===== src/rtl/lau_pkg.sv =====
// rtl/lau_pkg.sv - shared types and constant helpers for the lau arithmetic blocks
package lau_pkg;

  // Multiplier bits retired per iteration: SLOW=1, MEDIUM=2, FAST=4.
  typedef enum logic [1:0] {
    SLOW,
    MEDIUM,
    FAST
  } speed_e;

  // floor(log2(n)) for n >= 1; used for elaboration-time sizing only.
  function automatic int log2floor(input int n);
    int r;
    int v;
    r = 0;
    v = n;
    while (v > 1) begin
      v = v >> 1;
      r = r + 1;
    end
    return r;
  endfunction

endpackage


===== src/rtl/lau_mul_seq.sv =====
// rtl/lau_mul_seq.sv - sequential shift-add unsigned multiplier with valid/ready handshakes
module lau_mul_seq #(
  parameter int              WIDTH = 16,
  parameter lau_pkg::speed_e SPEED = lau_pkg::MEDIUM
) (
  input  logic                 clk_i,
  input  logic                 rst_ni,
  input  logic                 clear_i,
  input  logic                 in_valid_i,
  output logic                 in_ready_o,
  input  logic [WIDTH-1:0]     a_i,
  input  logic [WIDTH-1:0]     b_i,
  output logic                 out_valid_o,
  input  logic                 out_ready_i,
  output logic [2*WIDTH-1:0]   p_o,
  output logic                 busy_o
);

  localparam int B     = (SPEED == lau_pkg::SLOW)   ? 1 :
                         (SPEED == lau_pkg::MEDIUM) ? 2 : 4;
  localparam int STEPS = WIDTH / B;
  // One spare bit so the counter can step past STEPS-1 without aliasing.
  localparam int CW    = lau_pkg::log2floor(STEPS) + 1;
  localparam logic [CW-1:0] LAST = CW'(STEPS - 1);

  typedef enum logic [1:0] {
    IDLE,
    BUSY,
    DONE
  } state_e;

  state_e               state_q;
  state_e               state_d;
  logic [WIDTH-1:0]     mcand_q;
  logic [WIDTH-1:0]     mplier_q;
  logic [2*WIDTH-1:0]   acc_q;
  logic [CW-1:0]        cnt_q;
  logic [2*WIDTH-1:0]   partial;
  logic [2*WIDTH-1:0]   addend;
  logic                 accept;
  logic                 last;

  // Accept only from IDLE; clear_i vetoes a simultaneous offer.
  assign accept = (state_q == IDLE) && in_valid_i && !clear_i;
  assign last   = (cnt_q == LAST);

  // Partial product of the multiplicand with the low B multiplier bits,
  // aligned to the digit position being retired this cycle.
  assign partial = {{WIDTH{1'b0}}, mcand_q} * {{(2*WIDTH-B){1'b0}}, mplier_q[B-1:0]};
  assign addend  = partial << (cnt_q * B);

  // Status outputs are pure decodes of the state register.
  assign in_ready_o  = (state_q == IDLE);
  assign busy_o      = (state_q == BUSY);
  assign out_valid_o = (state_q == DONE);
  assign p_o         = acc_q;

  // State register.
  always_ff @(posedge clk_i or negedge rst_ni) begin
    if (!rst_ni) begin
      state_q <= IDLE;
    end else begin
      state_q <= state_d;
    end
  end

  // Next-state logic; clear_i overrides every handshake.
  always_comb begin
    state_d = state_q;
    if (clear_i) begin
      state_d = IDLE;
    end else begin
      case (state_q)
        IDLE:    if (in_valid_i)  state_d = BUSY;
        BUSY:    if (last)        state_d = DONE;
        DONE:    if (out_ready_i) state_d = IDLE;
        default:                  state_d = IDLE;
      endcase
    end
  end

  // Datapath: operand capture, one radix-2^B digit per BUSY cycle, accumulator held otherwise.
  always_ff @(posedge clk_i or negedge rst_ni) begin
    if (!rst_ni) begin
      mcand_q  <= '0;
      mplier_q <= '0;
      acc_q    <= '0;
      cnt_q    <= '0;
    end else if (clear_i) begin
      acc_q    <= '0;
      cnt_q    <= '0;
    end else if (accept) begin
      mcand_q  <= a_i;
      mplier_q <= b_i;
      acc_q    <= '0;
      cnt_q    <= '0;
    end else if (state_q == BUSY) begin
      acc_q    <= acc_q + addend;
      mplier_q <= mplier_q >> B;
      cnt_q    <= cnt_q + 1'b1;
    end
  end

endmodule


===== config.mk =====
export PLATFORM = sky130hd
export DESIGN_NAME = lau_mul_seq
export DESIGN_NICKNAME = d
export VERILOG_FILES = /design/src/rtl/lau_pkg.sv /design/src/rtl/lau_mul_seq.sv
export SDC_FILE = /design/constraint.sdc
export NUM_CORES = 1
export LEC_CHECK = 0
export CAP_MARGIN = 5
export CORE_MARGIN = 2
export CORE_UTILIZATION = 52
export CTS_CLUSTER_SIZE = 10
export DETAILED_ROUTE_END_ITERATION = 8
export GPL_ROUTABILITY_DRIVEN = 0
export PLACE_DENSITY = 0.78
export SYNTH_ARGS = -nofsm -noshare
export SYNTH_HDL_FRONTEND = slang
export SYNTH_SLANG_ARGS = --single-unit

===== constraint.sdc =====
create_clock -name clk_i -period 4.8 [get_ports clk_i]
set_input_delay 0.96 -clock clk_i [delete_from_list [all_inputs] [get_ports clk_i]]
set_output_delay 0.96 -clock clk_i [all_outputs]
set_load 0.05 [all_outputs]

== Word level (Yosys, flattened, before mapping) ==
Cells that the tools add are included.
Operators by class
  shift-type cells: 1
  equality and inequality tests: 6
  bitwise gates (word level): 1
  reductions and logical operators: 9
  $add $sub $neg: 2
  mux-type cells: 13
  $mul: 1
Operators by type and width (number)
  32-bit 2-to-1 mux: 3
  32-bit adder: 1
  16-bit 2-to-1 mux: 2
  18-bit by 5-bit << shifter with 32-bit output: 1
  16-bit by 2-bit multiplier with 18-bit output: 1
  4-bit 2-to-1 mux: 3
  2-bit 2-to-1 mux: 4
  3-bit by 2-bit != test with 1-bit output (second input constant): 2
  2-bit case mux with 3 select lines: 1
  4-bit by 1-bit adder with 4-bit output (second input constant): 1
  4-bit by 3-bit equality test with 1-bit output (second input constant): 1
  2-bit AND reduction: 2
  3-bit != test (second input constant): 1
  3-bit AND reduction: 1
  3-bit nonzero test: 1
  2-bit by 1-bit equality test with 1-bit output (second input constant): 1
  2-bit equality test (second input constant): 1
  1-bit logical AND: 2
  2-bit zero test: 1
  2-bit nonzero test: 1
  1-bit zero test: 1
  1-bit NOT: 1
Word-level totals
  register bits after elaboration: 70
  output and inout bits: 35
  input bits: 37
  word-level logic and storage cells: 38

== Depth between registers and ports, before layout ==
  depth after elaboration: 6
  gate-level depth with buffers: 25
  gate-level depth less buffers: 25

== Worst setup path before layout ==
No wires, ideal clock.
  path type: reg-to-reg
  start point: register mplier_q[1]
  end point: register acc_q[28] (netlist: p_o[28])
  library setup time: 133 ps
  path buffers: 1
  stages on the path, launching flop included: 25
  required time: 4667 ps
  clock period less this slack: 4769 ps
  arrival: 4635 ps
  slack: 31 ps
  path through: dfrtp_1 clkbuf_1 nand2_1 inv_1 ha_1 a21oi_1 nor2_1 o21ai_2 a211oi_4 a311oi_4 xor2_1 mux2_2 a21oi_1 o21ai_0 nor2_1 ha_1 a21o_1 a2111oi_0 a21oi_1 a41oi_1 nor2_1 a31oi_1 nor2b_1 xor2_1 o21ai_0
Between the ends
  word-level cells in the longest chain between the ends: 6
RTL lines
  from (decl): RTL line lau_mul_seq.sv:35  | logic [WIDTH-1:0] mplier_q;
  from (signal assigned): RTL line lau_mul_seq.sv:94  | mplier_q <= b_i;
  from (signal assigned): RTL line lau_mul_seq.sv:99  | mplier_q <= mplier_q >> B;
  16-bit by 2-bit multiplier with 18-bit output: RTL line lau_mul_seq.sv:49  | assign partial = {{WIDTH{1'b0}}, mcand_q} * {{(2*WIDTH-B){1'b0}}, mplier_q[B-1:0]};
  18-bit by 5-bit << shifter with 32-bit output: RTL line lau_mul_seq.sv:50  | assign addend = partial << (cnt_q * B);
  32-bit adder: RTL line lau_mul_seq.sv:98  | acc_q <= acc_q + addend;
  32-bit 2-to-1 mux: RTL line lau_mul_seq.sv:97  | end else if (state_q == BUSY) begin
  32-bit 2-to-1 mux: RTL line lau_mul_seq.sv:92  | end else if (accept) begin
  32-bit 2-to-1 mux: RTL line lau_mul_seq.sv:89  | end else if (clear_i) begin
  to (signal assigned): RTL line lau_mul_seq.sv:98
  to (decl): RTL line lau_mul_seq.sv:36  | logic [2*WIDTH-1:0] acc_q;
Every way passes these cells. The select of a mux whose other input is x is not followed.
A chain may end at the register's enable or synchronous reset.

== Worst setup path after layout ==
Ends and elaborated chain as after synthesis.

==> metrics.md <==
| Metric | Value |
|---|---|
| Number of I/O pins | `between 70 and 80` |
| Remaining Overflow, GRT | `0` |
| Crit path launch | `mplier_q[1]$_DFFE_PN0P_` |
| CP Launch Type | `flop` |
| Clock buffer depth | `2` |
| Design area | `between 0.008 and 0.009 sq mm` |
| Hold buffers post-CTS | `0` |
| Nets@finish | `980` |
| Worst setup EP type | `flop` |
| Die X | `around 110 um` |
| Setup Skew | `approximately 0.0065 ns` |
| Total Power | `roughly 3.4 mW` |
| Sequential fraction of the synthesis area | `0.288` |
| Cell Pwr Density | `roughly 400 mW/mm^2` |
| MaxCap Viol Count | `0` |
| Logic pwr share | `0.586` |
| Worst reg-to-reg setup slack | `-0.21 ns` |
| Cell count after synthesis | `roughly 730` |
| Switching Power | `roughly 1.4 mW` |
| Switching Fraction | `0.405` |
| Crit path time final | `~5 ns` |
| Post-DRT Antenna Nets | `0` |
| CTS tree | `done` |
| Worst path bufs/invs | `4` |
| #FFs+latches synth | `70` |
| Fin util | `0.749` |
| Clk pwr share | `0.188` |
| Top cells by area, synth | `dfrtp_1 (29%), ha_1 (9.9%), nand2_1 (5.9%)` |
| Post-synthesis xor/xnor area fraction | `0.0578` |
| DRC | `0` |
| ANT cells | `0` |
| Hold EP | `mplier_q[13]$_DFFE_PN0P_` |
| Final slew viol count | `0` |
| Initial Util | `0.532` |
| GRT Total Usage | `0.292` |
| Least-Margin Pin Slew | `about 0.86 ns` |
| Initial antenna violation count | `0` |
| FF-to-FF path depth | `27` |
| DR pass1 iterations | `5` |
| Area growth syn-to-layout | `40.7%` |
| Drt wl/cell | `18.4 um` |
| Placed cell area | `0.00752 sq mm` |
| Post-Syn Area | `slightly above 0.006 sq mm` |
| Total Wirelength | `approximately 19000 um` |
| Die Ht | `~110 um` |
| Violated checks | `setup timing` |
| Post-synthesis simple-gate area fraction | `0.191` |
| Highest ir drop seen on vdd | `between 0.0002 and 0.0003 V` |
| EDFF count, synth | `0` |
| Setup ws final | `-0.209 ns` |
| Worst-path clk slew | `about 0.05 ns` |
| Root cell of the clock tree | `clkbuf_16` |
| Core Footprint | `around 0.011 sq mm` |
| Layout filler cell count | `between 700 and 800` |
| Adder-cell share of the synthesized area | `0.105` |
| Hold Worst Slack | `between 0.4 and 0.5 ns` |
| H-tree level count | `3` |
| Syn Area/Cell | `8.34 sq um` |
| Status | `complete, but fails checks` |
| Synth cell types | `73` |
| Period utilization | `1.04` |
| Slew HR | `0.427` |
| Reg-to-reg critical path endpoint | `p_o[28]$_DFFE_PN0P_` |
| DR vias | `~6400` |
| LEAKAGE | `around 3.8 nW` |
| First-pass GRT wire length | `around 30000 um` |
| Worst path max stage delay | `0.41 ns` |
| Crit-path slowest cell | `dfrtp_2` |
| Mux contribution to synthesized area | `0.0595` |
| Unrepaired setup endpoints after global routing | `true` |
| Top post-synthesis cells by count | `nand2_1 (96), dfrtp_1 (70), o21ai_0 (69)` |
| Hpwl dp | `between 10000 and 15000 um` |
| Worst-Skew Late Latency | `between 0.3 and 0.4 ns` |
| Clock Sinks | `70` |
| Net Count, Synth | `around 820` |
| Setup Viol. Count Final | `10` |
| Top cell type's share of synthesized area | `0.288` |
| Prevailing post-synth register cell | `dfrtp_1` |
| R2R Path Start | `mplier_q[1]$_DFFE_PN0P_` |
| Max Freq | `between 150 and 200 MHz` |
| Yosys top cell by area | `dfrtp_1` |
| Final Hold Vio Count | `0` |
| Sequential Power Share | `0.226` |
| Syn. warnings | `0` |
| Number of buffers added on ports | `71` |
| Num CTS Buffers | `9` |
| Hold Path Cell Cnt | `2` |
| Count leader, synth | `nand2_1` |
| Hold wc startpoint | `mplier_q[13]$_DFFE_PN0P_` |
| Setup CP Type | `flop to flop` |
| HP Class | `flop to flop` |
| Vias in the first global route | `between 6000 and 7000` |
| Largest net degree at the start of global routing | `~40` |
| Floorplan row count | `39` |
| Fraction of registers with async set/reset | `1.00` |
| Critical path peak fanout | `6` |
| Data required, critical path | `5.01 ns` |
| Largest family of logic cells by synthesized area | `compound AO/OA/AOI/OAI gates` |
| Compound-Gate Fraction of Synth Area | `0.264` |
| Iteration-0 DRC Markers | `between 600 and 700` |
| Area of the die | `roughly 0.013 sq mm` |
| Crit path max-delay family | `compound AO/OA/AOI/OAI gates` |
| Ratio of cells with drive above 1 in the final layout | `0.273` |
| Internal power | `roughly 2.0 mW` |
| Via/cell ratio | `roughly 6.2` |
| Critical Path Most Common Cell | `buf_4` |
| CP arrival | `approximately 5.2 ns` |
[metal layers]
metal	wire length, um	part of all wire	vias up	global-route usage
met5	0	0	-	0
met1	7770	0.41	3078	0.357
li1	-	-	2961	-
met4	891	0.046	0	0.168
met3	1180	0.062	87	0.0491
met2	9320	0.49	306	0.486
[state kept, by name, summed over array words and instances, names as in the netlist]
| signal | cells |
|---|---|
| p_o | 32 |
| mcand_q | 16 |
| mplier_q | 16 |
| cnt_q | 4 |
| state_q | 2 |
[worst max path at each step]
stage	end	slack (ns)	cells past startpoint
2_1_floorplan	p_o[28]$_DFFE_PN0P_	0.03	24
3_3_place_gp	p_o[28]$_DFFE_PN0P_	-0.21	23
3_5_place_dp	p_o[28]$_DFFE_PN0P_	-0.32	24
4_1_cts	p_o[27]$_DFFE_PN0P_	0.01	26
5_1_grt	p_o[28]$_DFFE_PN0P_	-0.47	27
6_report	p_o[28]$_DFFE_PN0P_	-0.21	27
[final cells by class]
| cell class | instances | area [sq um] | area share |
|---|---|---|---|
| sequential | 70 | 1750 | 0.205 |
| clock buffer | 16 | 282 | 0.0329 |
| multi-input combinational | 607 | 4670 | 0.546 |
| inverter | 19 | 71.3 | 0.00834 |
| tap | 143 | 179 | 0.0209 |
| timing repair buffer | 186 | 1600 | 0.187 |
[repair_timing]
item | 4_1_cts | 5_1_grt
buffers inserted | 12 | 12
endpoints found under the setup margin | 12 | 15
gates resized for setup | 46 | 71
pin swaps | 29 | 41
[tightest hold or removal path: stages (launching register included)]
cell	delay [ns]
dfrtp_1	0.35
nand2_1	0.05
nand2_1	0.06
[placed cells by master, fill, tap and decap left out, types with 4 or more instances in the layout]
cell / count
nor2b_1: 9
xnor2_1: 20
buf_4: 108
nand2_1: 94
o21a_1: 8
a21oi_1: 40
o211ai_1: 6
o21ai_4: 4
clkbuf_1: 4
o21ai_0: 54
ha_1: 33
mux2i_1: 12
a21o_1: 18
a21oi_2: 13
mux2_2: 17
nand2b_1: 6
and2_1: 24
nor2_2: 5
inv_1: 16
clkbuf_16: 9
a22oi_1: 9
clkdlybuf4s50_1: 70
nor4_1: 4
ha_4: 14
and2_4: 6
a22o_1: 11
buf_6: 7
nor3_1: 12
o21ai_1: 13
nor2_1: 53
or3_1: 6
a21oi_4: 4
dfrtp_1: 68
xor2_1: 15
nand3_1: 9
o22ai_1: 7
nand4_1: 4
[kinds of logic after synthesis]
family,Yosys count
flops,70
buf+inv,52
compound gates,236
fa+ha+maj,50
mux,33
simple gates,250
xor+xnor,38
[stage by stage]
step | setup TNS (ns) | setup slack, ns | instances
final | -1.00 | -0.209 | 1041
after global placement | -0.978 | -0.212 | 1001
after detailed placement | -1.86 | -0.315 | 1001
after CTS | 0 | 0.00970 | 1029
after global routing | -3.86 | -0.469 | 1041
after floorplan | 0 | 0.0315 | 729
[power groups by stage]
stage	sequential (mW)	clock, mW	combinational [mW]
5_1_grt	0.781	0.673	2.13
6_report	0.768	0.641	2.00
3_5_place_dp	0.766	0	1.60
2_1_floorplan	0.828	0	0.931
4_1_cts	0.760	0.651	1.75
3_3_place_gp	0.761	0	1.56
(Power assumes the default switching activity.)
==> RTL change: new RTL, same flow settings <==
Re-encode `state_e` (3 states) as one-hot, 3 bits wide.
--- a/src/rtl/lau_mul_seq.sv
+++ b/src/rtl/lau_mul_seq.sv
@@ -23,10 +23,10 @@
   localparam int CW    = lau_pkg::log2floor(STEPS) + 1;
   localparam logic [CW-1:0] LAST = CW'(STEPS - 1);
 
-  typedef enum logic [1:0] {
-    IDLE,
-    BUSY,
-    DONE
+  typedef enum logic [2:0] {
+    IDLE = 3'b001,
+    BUSY = 3'b010,
+    DONE = 3'b100
   } state_e;
 
   state_e               state_q;
Behaviour: no difference found for any inputs over 4 cycles, from zero or initial values and one cycle with rst_ni low; so few cycles prove little.
==> RTL change against the original RTL <==
  * The run still ends with negative setup slack left
  * Wire length increased by 1.8%
  * Clock skew about the same
  * Synthesized cell count increased by 1.2%
  * Combinational power decreased by 34%
  * Final area increased by 0.13%
  * Power decreased by 19%
  * Synthesized area increased by 1.1%
  * Sequential cell count increased by 1
  * Worst setup slack got worse by 150 ps
  * Critical endpoint is now p_o[31]
==> RTL change: results <==
<?xml version="1.0" encoding="UTF-8"?>
<metrics>
  <group name="layout">
    <metric name="nets" unit="">982</metric>
    <metric name="layout-drive-gt1-share" unit="%">27.11</metric>
  </group>
  <group name="timing">
    <metric name="maxSlewHeadroom" unit="%">30.91</metric>
    <metric name="final.setup.worst_slack" unit="ps">-362.1</metric>
    <metric name="setup-violations-final" unit="">10</metric>
    <metric name="timing.clock.skew" unit="ps">6.197</metric>
  </group>
  <group name="placed_design">
    <metric name="place_hpwl" unit="microns">13340</metric>
    <metric name="dpl-instance-area" unit="sq um">7702</metric>
    <metric name="placement.io_buffers" unit="">71</metric>
  </group>
  <group name="power">
    <metric name="seq_power_share" unit="%">26.0</metric>
    <metric name="pwr.group.sequential" unit="uW">714</metric>
    <metric name="powerClk" unit="uW">713</metric>
    <metric name="vdd_ir_drop_max" unit="mV">0.2811</metric>
    <metric name="cell_internal_pwr" unit="uW">1714</metric>
  </group>
  <group name="grt">
    <metric name="first_global_vias" unit="">6441</metric>
    <metric name="grt_max_degree" unit="">44</metric>
  </group>
  <group name="outcome">
    <metric name="violations" unit="">negative setup slack</metric>
    <metric name="run_status" unit="">finished with violations</metric>
  </group>
  <group name="synthesis">
    <metric name="most_frequent_cells_after_synthesis" unit="">109 x sky130_fd_sc_hd__nand2_1, 70 x sky130_fd_sc_hd__dfrtp_1, 52 x sky130_fd_sc_hd__o21ai_0, 48 x sky130_fd_sc_hd__ha_1, 48 x sky130_fd_sc_hd__nor2_1</metric>
    <metric name="post_synth_num_cell_types" unit="">74</metric>
    <metric name="ys_seq_area_share" unit="%">28.94</metric>
    <metric name="netlist_top_cells_area" unit="">sky130_fd_sc_hd__dfrtp_1 29%, sky130_fd_sc_hd__ha_1 9.8%, sky130_fd_sc_hd__nand2_1 6.7%</metric>
    <metric name="mappedNetlistNets" unit="">825</metric>
  </group>
  <group name="route">
    <metric name="wl" unit="microns">19500</metric>
  </group>
  <group name="setup_path">
    <metric name="critical_path_arrival" unit="ps">5400</metric>
  </group>
</metrics>
[RTL change: layout make-up]
type                    instances  area, sq um
multi-input cells             617         4691
fillers                       766         2907
flip-flops and latches         71         1779
repair buffers                181         1543
clock buffers                  10        239.0
well taps                     143        178.9
clock inverters                 6        73.82
inverters                      15        56.30
[RTL change: path summary, 6_finish.rpt]
path	slack, ps	endpoint	startpoint	depth (start not counted)
worst max-delay path	-360	p_o[31]	mplier_q[1]	22
worst min-delay path	480	mplier_q[3]	mplier_q[3]	2
worst max register to register	-360	p_o[31]	mplier_q[1]	22
worst min register to register	480	mplier_q[3]	mplier_q[3]	2
max in group asynchronous	3060	mplier_q[1]	rst_ni	2
min in group asynchronous	770	mplier_q[9]	rst_ni	1
[RTL change: per-layer routing]
layer	routed length [microns]	up-vias	share of wire (%)	track usage, %
li1	-	3000	-	-
met1	7824	3171	40	37.62
met2	9390	324	48	49.14
met3	1517	79	7.8	6.374
met4	770	0	3.9	12.52
met5	0	-	0	0
[RTL change: what timing repair did]
item	in CTS	in global routing
gates cloned	1	0
pin swaps	26	47
gates resized for setup	35	64
setup endpoints to repair	12	18
buffers inserted	7	8
[RTL change: cells by family after synthesis]
| family | synth area share, % |
|---|---|
| XOR/XNOR | 5.560 |
| adder cells (fa/ha/maj) | 10.43 |
| buffers and inverters | 3.177 |
| AND/OR/NAND/NOR | 20.63 |
| AO/OA/AOI/OAI | 25.30 |
| flip-flops | 28.94 |
| multiplexers | 5.967 |
[RTL change: through the flow]
stage	setup WS [ps]	TNS (ps)	std cells
3_3_place_gp	-162.3	-295.5	1011
4_1_cts	-139.4	-182.9	1035
5_1_grt	-576.9	-3617	1043
3_5_place_dp	-262.6	-767.5	1011
6_report	-362.1	-1142	1043
2_1_floorplan	4.782	0	738
